## src/rtl/tdm_burst_mac_if.sv

```systemverilog
// Bundles the sample, coefficient and result signals of tdm_burst_mac.
// slave is the MAC side; master is the producer/consumer side.
interface tdm_burst_mac_if #(
  parameter int unsigned WIDTH     = 8,
  parameter int unsigned CHANNELS  = 4,
  parameter int unsigned ACC_WIDTH = 24
);
  localparam int unsigned ChanW = (CHANNELS > 1) ? $clog2(CHANNELS) : 1;

  logic                 in_valid;
  logic [WIDTH-1:0]     in_data;
  logic                 in_last;
  logic                 coef_we;
  logic [ChanW-1:0]     coef_addr;
  logic [WIDTH-1:0]     coef_data;
  logic                 out_valid;
  logic                 out_ready;
  logic [ChanW-1:0]     out_chan;
  logic [ACC_WIDTH-1:0] out_data;
  logic                 out_sat;
  logic                 busy;
  logic                 drop_err;

  modport slave (
    input  in_valid, in_data, in_last, coef_we, coef_addr, coef_data, out_ready,
    output out_valid, out_chan, out_data, out_sat, busy, drop_err
  );

  modport master (
    output in_valid, in_data, in_last, coef_we, coef_addr, coef_data, out_ready,
    input  out_valid, out_chan, out_data, out_sat, busy, drop_err
  );
endinterface

```

## src/rtl/tdm_burst_mac.sv

```systemverilog
// Per-channel TDM multiply-accumulate over one FIFO read burst, drained as CHANNELS results.
// Define TDM_ACC_SATURATE_EN for clamping accumulators with sticky sat flags; default wraps.
module tdm_burst_mac #(
  parameter int unsigned WIDTH     = 8,
  parameter int unsigned CHANNELS  = 4,
  parameter int unsigned BURST_LEN = 100,
  parameter int unsigned ACC_WIDTH = 24
) (
  input logic            rd_clk,
  input logic            rst,
  tdm_burst_mac_if.slave bus
);
  localparam int unsigned ChanW = (CHANNELS > 1) ? $clog2(CHANNELS) : 1;
  localparam int unsigned CntW  = $clog2(BURST_LEN + 1);
  localparam int unsigned ProdW = 2 * WIDTH;
  localparam logic [ChanW-1:0] LastChan = ChanW'(CHANNELS - 1);
  localparam logic [CntW-1:0]  BurstMax = CntW'(BURST_LEN);

  typedef enum logic [1:0] {StIdle, StAccum, StFlush, StDrain} state_e;

  state_e           state_q, state_d;
  logic             flush_q, flush_d;
  logic [ChanW-1:0] chan_q, chan_d, cur_chan;
  logic [ChanW-1:0] out_chan_q, out_chan_d;
  logic [CntW-1:0]  cnt_q, cnt_d, cnt_inc;
  logic             accept, drop, clear_acc, drop_err_q, out_valid;

  logic [WIDTH-1:0]     coef_q [CHANNELS];
  logic [ACC_WIDTH-1:0] acc_q  [CHANNELS];

  logic             s_valid_q;
  logic [WIDTH-1:0] s_data_q, s_coef_q;
  logic [ChanW-1:0] s_chan_q;
  logic             p_valid_q;
  logic [ChanW-1:0] p_chan_q;
  logic [ProdW-1:0] prod_q;

  always_comb begin
    state_d    = state_q;
    flush_d    = flush_q;
    chan_d     = chan_q;
    cnt_d      = cnt_q;
    out_chan_d = out_chan_q;
    cur_chan   = chan_q;
    accept     = 1'b0;
    drop       = 1'b0;
    clear_acc  = 1'b0;
    cnt_inc    = ((state_q == StIdle) ? '0 : cnt_q) + CntW'(1);

    unique case (state_q)
      StIdle: begin
        cur_chan = '0;
        if (bus.in_valid) begin
          accept  = 1'b1;
          state_d = StAccum;
        end
      end
      StAccum: begin
        if (bus.in_valid) accept = 1'b1;
      end
      StFlush: begin
        drop = bus.in_valid;
        if (flush_q) begin
          flush_d    = 1'b0;
          out_chan_d = '0;
          state_d    = StDrain;
        end else begin
          flush_d = 1'b1;
        end
      end
      StDrain: begin
        drop = bus.in_valid;
        if (bus.out_ready) begin
          if (out_chan_q == LastChan) begin
            out_chan_d = '0;
            clear_acc  = 1'b1;
            state_d    = StIdle;
          end else begin
            out_chan_d = out_chan_q + ChanW'(1);
          end
        end
      end
      default: state_d = StIdle;
    endcase

    // Burst ends on in_last or on the sample that fills BURST_LEN, whichever is first.
    if (accept) begin
      if (bus.in_last || (cnt_inc == BurstMax)) begin
        state_d = StFlush;
        chan_d  = '0;
        cnt_d   = '0;
      end else begin
        chan_d = (cur_chan == LastChan) ? '0 : cur_chan + ChanW'(1);
        cnt_d  = cnt_inc;
      end
    end
  end

  always_ff @(posedge rd_clk) begin
    if (rst) begin
      state_q    <= StIdle;
      flush_q    <= 1'b0;
      chan_q     <= '0;
      cnt_q      <= '0;
      out_chan_q <= '0;
      drop_err_q <= 1'b0;
    end else begin
      state_q    <= state_d;
      flush_q    <= flush_d;
      chan_q     <= chan_d;
      cnt_q      <= cnt_d;
      out_chan_q <= out_chan_d;
      drop_err_q <= drop;
    end
  end

  // Nonblocking write means a same-cycle sample still captures the old coefficient.
  always_ff @(posedge rd_clk) begin
    if (rst) begin
      for (int i = 0; i < int'(CHANNELS); i++) coef_q[i] <= WIDTH'(1);
    end else if (bus.coef_we) begin
      coef_q[bus.coef_addr] <= bus.coef_data;
    end
  end

  always_ff @(posedge rd_clk) begin
    if (rst) begin
      s_valid_q <= 1'b0;
      s_data_q  <= '0;
      s_coef_q  <= '0;
      s_chan_q  <= '0;
      p_valid_q <= 1'b0;
      p_chan_q  <= '0;
      prod_q    <= '0;
    end else begin
      s_valid_q <= accept;
      if (accept) begin
        s_data_q <= bus.in_data;
        s_chan_q <= cur_chan;
        s_coef_q <= coef_q[cur_chan];
      end
      p_valid_q <= s_valid_q;
      if (s_valid_q) begin
        p_chan_q <= s_chan_q;
        prod_q   <= ProdW'(s_data_q) * ProdW'(s_coef_q);
      end
    end
  end

`ifdef TDM_ACC_SATURATE_EN
  localparam int unsigned SumW = ACC_WIDTH + 1;

  logic            sat_q [CHANNELS];
  logic [SumW-1:0] sum;

  assign sum = SumW'(acc_q[p_chan_q]) + SumW'(prod_q);

  always_ff @(posedge rd_clk) begin
    if (rst || clear_acc) begin
      for (int i = 0; i < int'(CHANNELS); i++) begin
        acc_q[i] <= '0;
        sat_q[i] <= 1'b0;
      end
    end else if (p_valid_q) begin
      if (sum[ACC_WIDTH]) begin
        acc_q[p_chan_q] <= '1;
        sat_q[p_chan_q] <= 1'b1;
      end else begin
        acc_q[p_chan_q] <= sum[ACC_WIDTH-1:0];
      end
    end
  end

  assign bus.out_sat = out_valid & sat_q[out_chan_q];
`else
  always_ff @(posedge rd_clk) begin
    if (rst || clear_acc) begin
      for (int i = 0; i < int'(CHANNELS); i++) acc_q[i] <= '0;
    end else if (p_valid_q) begin
      acc_q[p_chan_q] <= acc_q[p_chan_q] + ACC_WIDTH'(prod_q);
    end
  end

  assign bus.out_sat = 1'b0;
`endif

  assign out_valid     = (state_q == StDrain);
  assign bus.out_valid = out_valid;
  assign bus.out_chan  = out_chan_q;
  assign bus.out_data  = out_valid ? acc_q[out_chan_q] : '0;
  assign bus.busy      = (state_q != StIdle);
  assign bus.drop_err  = drop_err_q;
endmodule

```

## src/flat_wrapper.sv

```systemverilog
// flat-port wrapper written by rule: the top's interface ports become plain ports
module tdm_burst_mac_flat 
#(
  parameter int unsigned WIDTH     = 8,
  parameter int unsigned CHANNELS  = 4,
  parameter int unsigned BURST_LEN = 100,
  parameter int unsigned ACC_WIDTH = 24
)
  (rd_clk, rst, bus_in_valid, bus_in_data, bus_in_last, bus_coef_we, bus_coef_addr, bus_coef_data, bus_out_ready, bus_out_valid, bus_out_chan, bus_out_data, bus_out_sat, bus_busy, bus_drop_err);
  tdm_burst_mac_if #(.WIDTH(WIDTH), .CHANNELS(CHANNELS), .ACC_WIDTH(ACC_WIDTH)) bus_i ();
  input logic rd_clk;
  input logic rst;
  input wire logic [$bits(bus_i.in_valid)-1:0] bus_in_valid;
  input wire logic [$bits(bus_i.in_data)-1:0] bus_in_data;
  input wire logic [$bits(bus_i.in_last)-1:0] bus_in_last;
  input wire logic [$bits(bus_i.coef_we)-1:0] bus_coef_we;
  input wire logic [$bits(bus_i.coef_addr)-1:0] bus_coef_addr;
  input wire logic [$bits(bus_i.coef_data)-1:0] bus_coef_data;
  input wire logic [$bits(bus_i.out_ready)-1:0] bus_out_ready;
  output wire logic [$bits(bus_i.out_valid)-1:0] bus_out_valid;
  output wire logic [$bits(bus_i.out_chan)-1:0] bus_out_chan;
  output wire logic [$bits(bus_i.out_data)-1:0] bus_out_data;
  output wire logic [$bits(bus_i.out_sat)-1:0] bus_out_sat;
  output wire logic [$bits(bus_i.busy)-1:0] bus_busy;
  output wire logic [$bits(bus_i.drop_err)-1:0] bus_drop_err;
  assign bus_i.in_valid = bus_in_valid;
  assign bus_i.in_data = bus_in_data;
  assign bus_i.in_last = bus_in_last;
  assign bus_i.coef_we = bus_coef_we;
  assign bus_i.coef_addr = bus_coef_addr;
  assign bus_i.coef_data = bus_coef_data;
  assign bus_i.out_ready = bus_out_ready;
  assign bus_out_valid = bus_i.out_valid;
  assign bus_out_chan = bus_i.out_chan;
  assign bus_out_data = bus_i.out_data;
  assign bus_out_sat = bus_i.out_sat;
  assign bus_busy = bus_i.busy;
  assign bus_drop_err = bus_i.drop_err;
  tdm_burst_mac #(.WIDTH(WIDTH), .CHANNELS(CHANNELS), .BURST_LEN(BURST_LEN), .ACC_WIDTH(ACC_WIDTH)) u_core (.rd_clk(rd_clk), .rst(rst), .bus(bus_i));
endmodule
```

## config.mk

```make
export PLATFORM = sky130hd
export DESIGN_NAME = tdm_burst_mac_flat
export DESIGN_NICKNAME = d
export VERILOG_FILES = /design/src/rtl/tdm_burst_mac_if.sv /design/src/rtl/tdm_burst_mac.sv /design/src/flat_wrapper.sv
export SDC_FILE = /design/constraint.sdc
export NUM_CORES = 1
export LEC_CHECK = 0
export CAP_MARGIN = 10
export CORE_ASPECT_RATIO = 0.75
export CORE_MARGIN = 1
export CORE_UTILIZATION = 25
export CTS_BUF_LIST = sky130_fd_sc_hd__clkbuf_8 sky130_fd_sc_hd__clkbuf_16
export DETAILED_ROUTE_END_ITERATION = 12
export PLACE_DENSITY = 0.44
export SETUP_SLACK_MARGIN = 0.02
export SLEW_MARGIN = 20
export SYNTH_ARGS = -nofsm -noshare
export SYNTH_HDL_FRONTEND = slang
export SYNTH_SLANG_ARGS = --single-unit
```

## constraint.sdc

```tcl
create_clock -name rd_clk -period 11.37 [get_ports rd_clk]
set_input_delay 2.274 -clock rd_clk [delete_from_list [all_inputs] [get_ports rd_clk]]
set_output_delay 2.274 -clock rd_clk [all_outputs]
set_load 0.02 [all_outputs]
```

Word-level counts from Yosys, hierarchy flattened
Memory sizes are Yosys's and may differ from the RTL's. A register that Yosys moved wholly into a read port is not among the register bits.
Index checks and enable logic that the tools add are counted.
- muxes and demuxes: 43
- eq/ne operators: 8
- multiply operators: 1
- reductions and logical operators: 11
- bitwise logic cells: 1
- add/subtract/negate cells: 4
- operators with widths (kind ; number):
    24-bit 2-to-1 mux ; 2
    2-bit 2-to-1 mux ; 18
    24-bit by 16-bit adder with 24-bit output ; 1
    24-bit OR reduction ; 1
    1-bit 2-to-1 mux ; 18
    8-bit by 8-bit multiplier with 16-bit output ; 1
    7-bit 2-to-1 mux ; 2
    2-bit == test, second input constant ; 4
    8-bit 2-to-1 mux ; 1
    8-bit OR reduction ; 1
    7-bit by 1-bit adder with 7-bit output, second input constant ; 1
    7-bit == test, second input constant ; 1
    2-bit one-hot mux with 3 select lines ; 1
    2-bit OR reduction ; 3
    2-bit by 1-bit adder with 2-bit output, second input constant ; 2
    2-bit one-hot mux with 2 select lines ; 1
    2-bit nonzero test ; 2
    3-bit AND reduction ; 1
    2-bit by 1-bit == test with 1-bit output, second input constant ; 1
    2-bit logical NOT ; 1
    1-bit logical OR ; 2
    2-bit by 1-bit != test with 1-bit output, second input constant ; 1
    2-bit != test, second input constant ; 1
    1-bit NOT ; 1
- bits of input ports: 24
- memories kept: 2
- logic and storage cells: 82
- flip-flop bits (word level): 45
- RAM bits: 128
- output and inout bits: 30
- memory list (name ; words ; width ; rd ports ; clocked after memory_dff ; write ports ; line ; RTL):
    u_core.acc_q ; 4 ; 24 ; 2 ; 2 ; 4 ; tdm_burst_mac.sv:29 ; logic [ACC_WIDTH-1:0] acc_q [CHANNELS];
    u_core.coef_q ; 4 ; 8 ; 1 ; 1 ; 4 ; tdm_burst_mac.sv:28 ; logic [WIDTH-1:0] coef_q [CHANNELS];

Depth between registers and ports, before layout
Gate-level depths: netlist of the first run.
- word-level depth: 9
- gate-level depth with buffers: 16
- depth with buffers taken out: 16

Least setup slack after synthesis of the first run
No wires, ideal clock.
- kind: input to register
- start: in bus_out_ready
- end: mem u_core.acc_q[0][0] (enable)
- stages: 7
- buffers on the path: 3
- data required time: 10989 ps
- setup time: 381 ps
- arrival: 4124 ps
- setup slack: 6865 ps
- path through: a41oi_2 -> nand2_1 -> or3_1 -> clkbuf_1 -> clkbuf_1 -> clkbuf_1 -> nand2_1
- RTL lines (what ; line ; RTL):
    from (decl) ; flat_wrapper.sv:19 ; input wire logic [$bits(bus_i.out_ready)-1:0] bus_out_ready;
    to (decl) ; tdm_burst_mac.sv:29 ;

==> impl_metrics.yaml, run 1 <==
power_and_ir_drop:
  p_leak_nw: 5.11
  powerDensity_nw_per_um2: 113
  power_w: 0.00160
  ir_drop_uv: 111
sta:
  holdWs_ns: 0.465
  setup_viol: 0
  post-route-min-period_ns: 5.26
  period_share: 0.462
  timing.fmax_mhz: 190
  finalHoldViolations: 0
  skew_ns: 0.0107
  relSlewSlack: 0.266
  tightestPinTransition_ns: 1.10
  rsz0062_at_grt: "no"
  setup-tns-final_ns: 0
  slew_viol_final: 0
cts:
  cts_sinks: 185
  postCtsHoldBufs: 0
  cts_buffer_depth: 2
  cts-resized-gates: 0
  cts_inserted_buffers: 17
  path_clk_slew_ns: 0.07
  cts_tree: "yes"
  cts_root_buf: "clkbuf_16"
  cts.htree.levels: 4
  clk_latency_ns: 0.46
  cts_setup_buffers: 0
run:
  maxCapViolations: 0
run_status:
  status: "finished clean"
global_route:
  met2_usage: 0.199
  grt_busiest_layer: "met1"
  grt_pass1_vias: 9126
  grt_pass1_wl_um: 53300
  use_met1: 0.209
  grt_max_degree: 66
  antenna_found_initial: 0
  grt_overflow: 0
  grt.total_usage: 0.137
  grtUsageMet3: 0.0246
place:
  place_area_um2: 13500
  port_buffers: 52
  dpl.hpwl_um: 23100
  gp_congestion: 0.770
cells_and_area:
  diodes: 0
  syn_to_final_growth_pct: 14.4
  nFillCells: 5036
  drive_above_1_share: 0.104
  final_area_um2: 14100
  nNetsFinal: 1319
setup_path:
  end_kind: "flip-flop"
  worstSetupPathType: "primary input to flip-flop"
  cp_max_fo: 21
  start_kind: "primary input"
  crit_required_ns: 11.66
  crit_arrival_ns: 5.54
synth:
  synthArstFlopShare: 0
  yosysMostFrequentCell: "edfxtp_1"
  synth_nets: 1300
  ys_top_cells_by_count: "edfxtp_1 (128), nor2_1 (118), and2_1 (91)"
  synth_top_area_share: 0.311
  seq_area_frac_synth: 0.404
  ys_top_cells_by_area: "edfxtp_1 (31%), dfxtp_1 (9.2%), mux4_2 (8.8%), fa_1 (6.0%), ha_1 (5.5%)"
  syn_area_um2: 12300
  synth-seq-cells: 185
  synth_top_flop_cell: "edfxtp_1"
  synth_cell_types: 75
  synth_area_per_cell_um2: 10.4
  yosys_warnings: 0
  synth_edf_count: 128
  syn_inst: 1185
  yosys.area.top_type: "edfxtp_1"
routing:
  wl_um: 33200
  dr.pass1.iters: 5
  wl_per_cell_um: 17.8
  drtAntennaViolNets: 0
  drt_iter0_markers: 715
  vias: 8990
  drc: 0
  vias_per_cell: 4.82
floorplan:
  die_h_um: 194
  pin_count: 54
  fp.dieW_um: 259
  coreArea_um2: 48800
  initial_core_util: 0.253
  die_area_um2: 50300
  rows: 70
worst_hold_path:
  holdCritPathClass: "flip-flop to flip-flop"
## worst paths after layout
kind                           start                   to  slack [ns]  cells after the start
setup reg to reg  u_core.s_data_q[0]    u_core.prod_q[12]        6.38                     14
setup / recovery       bus_out_ready  u_core.acc_q[1][21]        6.11                      7
hold / removal    u_core.s_chan_q[0]   u_core.s_chan_q[0]        0.47                      2
hold reg to reg   u_core.s_chan_q[0]   u_core.s_chan_q[0]        0.47                      2
## cells by family (layout without fill, tap and decap cells)
logic type | Yosys count | in the layout | share of synthesized area
AOI/OAI and AO/OA | 195 | 195 | 0.114
xor gates and xnor gates | 15 | 15 | 0.0106
adders and majority gates | 91 | 91 | 0.115
buffers and inverters | 142 | 174 | 0.0474
DFF | 185 | 185 | 0.404
muxes | 67 | 67 | 0.103
other | 1 | 1 | 0.000304
and+or+nand+nor | 489 | 489 | 0.206
## sequential cells by signal, indices dropped and copies added (netlist names), named ones only
name and count:
u_core.acc_q 96, u_core.bus.drop_err 1, u_core.bus.out_chan 2, u_core.chan_q 2, u_core.cnt_q 7, u_core.coef_q 32, u_core.flush_q 1, u_core.p_chan_q 2
u_core.p_valid_q 1, u_core.prod_q 16, u_core.s_chan_q 2, u_core.s_coef_q 8, u_core.s_data_q 8, u_core.s_valid_q 1, u_core.state_q 2
## final cells by class
type | instances | area, µm² | area share
inverter | 71 | 267 | 0.0189
clock buffer | 17 | 425 | 0.0301
multi-input combinational | 858 | 6790 | 0.480
timing repair buffer | 71 | 658 | 0.0466
tap | 648 | 811 | 0.0574
sequential | 185 | 4990 | 0.353
clock inverter | 15 | 189 | 0.0134
## cell usage in the layout (no fill, tap or decap), types with 20 or more instances in the layout
cell type | netlist | routed
fa_1 | 37 | 37
nand2_1 | 73 | 71
nor2_1 | 118 | 118
dfxtp_1 | 57 | 53
and2_1 | 91 | 91
a21oi_1 | 52 | 52
edfxtp_1 | 128 | 128
clkdlybuf4s50_1 | 0 | 51
ha_1 | 54 | 54
nand3_1 | 22 | 22
inv_1 | 69 | 70
nand2b_1 | 28 | 28
o211ai_1 | 27 | 27
o21ai_0 | 21 | 20
nor3_1 | 59 | 59
nor2b_1 | 33 | 33
mux4_2 | 48 | 48
## layer usage
| metal | vias up | share of wire |
|---|---|---|
| li1 | 4342 | - |
| met1 | 4430 | 0.52 |
| met2 | 196 | 0.43 |
| met3 | 22 | 0.045 |
| met4 | 0 | 0.0080 |
| met5 | - | 0 |
## worst max-delay path, stage by stage
cell,delay [ns]
clkdlybuf4s50_1,0.49
a41oi_2,0.55
and2_1,0.63
nand3b_1,0.61
buf_4,0.43
or3_1,0.36
o211ai_1,0.17
## power breakdown
part	leakage (nW)	switching, W	internal, W
logic	3.04	0.000109	0.0000719
registers	1.77	0.0000290	0.000749
clock network	0.301	0.000286	0.000352
total	5.11	0.000424	0.00117
## through the flow
step	setup WS, ns	std cells	util
detailed placement	5.69	1833	0.277
CTS	6.03	1865	0.289
finish	6.11	1865	0.290
global route	5.96	1865	0.290
global placement	5.90	1833	0.277
floorplan	6.86	1185	-
No activity file was read; power rests on OpenSTA's default activity.
==> inputs of run 2 (changes only) <==
--- a/config.mk
+++ b/config.mk
@@ -11,7 +11,7 @@
 export CORE_UTILIZATION = 25
 export CTS_BUF_LIST = sky130_fd_sc_hd__clkbuf_8 sky130_fd_sc_hd__clkbuf_16
 export DETAILED_ROUTE_END_ITERATION = 12
-export PLACE_DENSITY = 0.44
+export PLACE_DENSITY = 0.45
 export SETUP_SLACK_MARGIN = 0.02
 export SLEW_MARGIN = 20
 export SYNTH_ARGS = -nofsm -noshare
==> constraint.sdc (replaced) <==
create_clock -name rd_clk -period 4.35 [get_ports rd_clk]
set_input_delay 0.87 -clock rd_clk [delete_from_list [all_inputs] [get_ports rd_clk]]
set_output_delay 0.87 -clock rd_clk [all_outputs]
set_load 0.02 [all_outputs]
==> run 2 against run 1 <==
Net effect:
- die area did not move
- cell area is 4.2% higher
- combinational power rose to 3.1 times the previous value
- non-clock buffer count is 61 higher
- clock skew rose by 0.0023 ns
- global-route usage is 0.43 points higher
- sequential power rose to 2.6 times the previous value
- flip-flop and latch count unchanged
- critical endpoint is now u_core.prod_q[15]
- hold slack better by 0.0069 ns
- via count grew 3.6%
- wire length rose by 3.7%
- critical path type is now flip-flop to flip-flop
==> impl_metrics.yaml, run 2 (synthesis results as in run 1) <==
run_status:
  status: "finished clean"
cells_and_area:
  mostFrequentLayoutCell: "edfxtp_1"
  syn_to_final_growth_pct: 19.2
  layout_common_cells: "edfxtp_1 (128), nor2_1 (118), and2_1 (86), buf_4 (76), nand2_1 (73)"
  multi_input_area_um2: 6900
  nNetsFinal: 1380
  diodes: 0
  top_register: "u_core.acc_q"
  seqCellArea_um2: 5020
  reg_top3: "u_core.acc_q: 96 flops, u_core.coef_q: 32 flops, u_core.prod_q: 16 flops"
  drive_above_1_share: 0.173
  fin_cells: 1926
  largest_reg_flops: 96
  nFillCells: 4965
routing:
  wl_per_cell_um: 17.9
  vias: 9316
  drtAntennaViolNets: 0
  dr.pass1.iters: 7
  vias_per_cell: 4.84
  drc: 0
  drt_iter0_markers: 712
  wl_um: 34400
sta:
  setup_viol: 0
  tightestPinTransition_ns: 0.906
  skew_ns: 0.0130
  timing.fmax_mhz: 240
  rsz0062_at_grt: "yes"
  finalHoldViolations: 0
  slew_viol_final: 0
  period_share: 0.959
  post-route-min-period_ns: 4.17
  setup_ws_ns: 0.179
  relSlewSlack: 0.381
power_and_ir_drop:
  powerDensity_nw_per_um2: 280
  p_leak_nw: 5.40
  ir_drop_uv: 240
global_route:
  grt_pass1_vias: 9406
  grt_max_degree: 65
  grt_pass1_wl_um: 54900
  antenna_found_initial: 0
  grt_overflow: 0
  grt.total_usage: 0.142
place:
  gp_congestion: 0.799
  dp_slack_ns: -0.0894
  dpl.hpwl_um: 24500
  port_buffers: 52
  placedCellCount: 1890
cts:
  clk_latency_ns: 0.46
  cts.htree.levels: 4
  cts_inserted_buffers: 17
  cts_buffer_depth: 2
  cts_root_buf: "clkbuf_16"
  cts_sinks: 185
  cts_tree: "yes"
  postCtsHoldBufs: 0
  path_clk_slew_ns: 0.08
setup_path:
  crit_arrival_ns: 4.54
  worstSetupPathType: "flip-flop to flip-flop"
  rr_worst_depth: 16
  end_kind: "flip-flop"
  cp_max_fo: 4
  worstReg2RegStart: "u_core.s_data_q[4]"
  start_kind: "flip-flop"
  crit_required_ns: 4.72
  reg2reg_to: "u_core.prod_q[15]"
  reg2reg_slack_ns: 0.18
floorplan:
  die_h_um: 194
  coreArea_um2: 48800
  fp.dieW_um: 259
  die_area_um2: 50300
  pin_count: 54
  rows: 70
  initial_core_util: 0.253
worst_hold_path:
  holdPathStages: 2
  hold_end: "u_core.s_chan_q[0]"
  holdCritPathClass: "flip-flop to flip-flop"
  hp-start: "u_core.s_chan_q[0]"
run:
  maxCapViolations: 0
run 2: layout make-up:
class / instances / share of cell area
inverters: 71 / 0.0181
multi-input cells: 858 / 0.468
clock buffers: 17 / 0.0289
well taps: 648 / 0.0551
repair buffers: 132 / 0.0780
clock inverters: 15 / 0.0105
flip-flops and latches: 185 / 0.341
run 2: worst max path at each step:
stage                             startpoint                 to  slack (ns)  cells after the start
after detailed placement  u_core.s_data_q[2]  u_core.prod_q[15]       -0.09                     16
after global routing      u_core.s_data_q[4]  u_core.prod_q[15]       -0.02                     16
after CTS                 u_core.s_coef_q[7]  u_core.prod_q[15]       -0.02                     16
final                     u_core.s_data_q[4]  u_core.prod_q[15]        0.18                     16
after global placement    u_core.s_data_q[2]  u_core.prod_q[15]       -0.12                     16
after floorplan           u_core.s_coef_q[7]  u_core.prod_q[15]        0.11                     15
run 2: critical path, cell delays in order, from the launching register on:
cell and delay (ns):
dfxtp_4 0.37, buf_6 0.12, and2_4 0.15, fa_2 0.38, fa_1 0.50, fa_1 0.55
inv_1 0.05, fa_1 0.49, inv_2 0.05, ha_4 0.27, o21ai_2 0.05, o2bb2ai_2 0.13
a211oi_2 0.20, buf_4 0.14, nor3_2 0.04, or3_1 0.34, a311oi_1 0.25
run 2: stage by stage:
stage               area, µm²   util  TNS, ns  total power, W  hold WS (ns)
global route            14700  0.302  -0.0205         0.00431         0.501
detailed placement      14000  0.286   -0.182         0.00259         0.463
CTS                     14600  0.298  -0.0163         0.00415         0.473
floorplan               12300      -        0         0.00237         0.436
finish                  14700  0.302        0         0.00412         0.472
global placement        14000  0.286   -0.160         0.00259         0.456
run 2: power by group:
part           switching (W)  total [W]  leakage [nW]  internal [W]
logic               0.000323   0.000558          3.34      0.000236
registers          0.0000544    0.00201          1.78       0.00196
clock network       0.000786    0.00155         0.279      0.000765
total                0.00116    0.00412          5.40       0.00296
run 2: timing repair:
action,CTS,global route
setup buffers,0,4
pin swaps,2,23
endpoints found under the setup margin,3,6
resized for setup,9,42
run 2: per-layer routing:
| metal | GRT usage | routed length, µm | up-vias |
|---|---|---|---|
| met5 | 0 | 0 | - |
| met4 | 0.0397 | 503 | 0 |
| met3 | 0.0258 | 1340 | 29 |
| met2 | 0.206 | 14700 | 158 |
| met1 | 0.212 | 17800 | 4655 |
| li1 | - | - | 4474 |
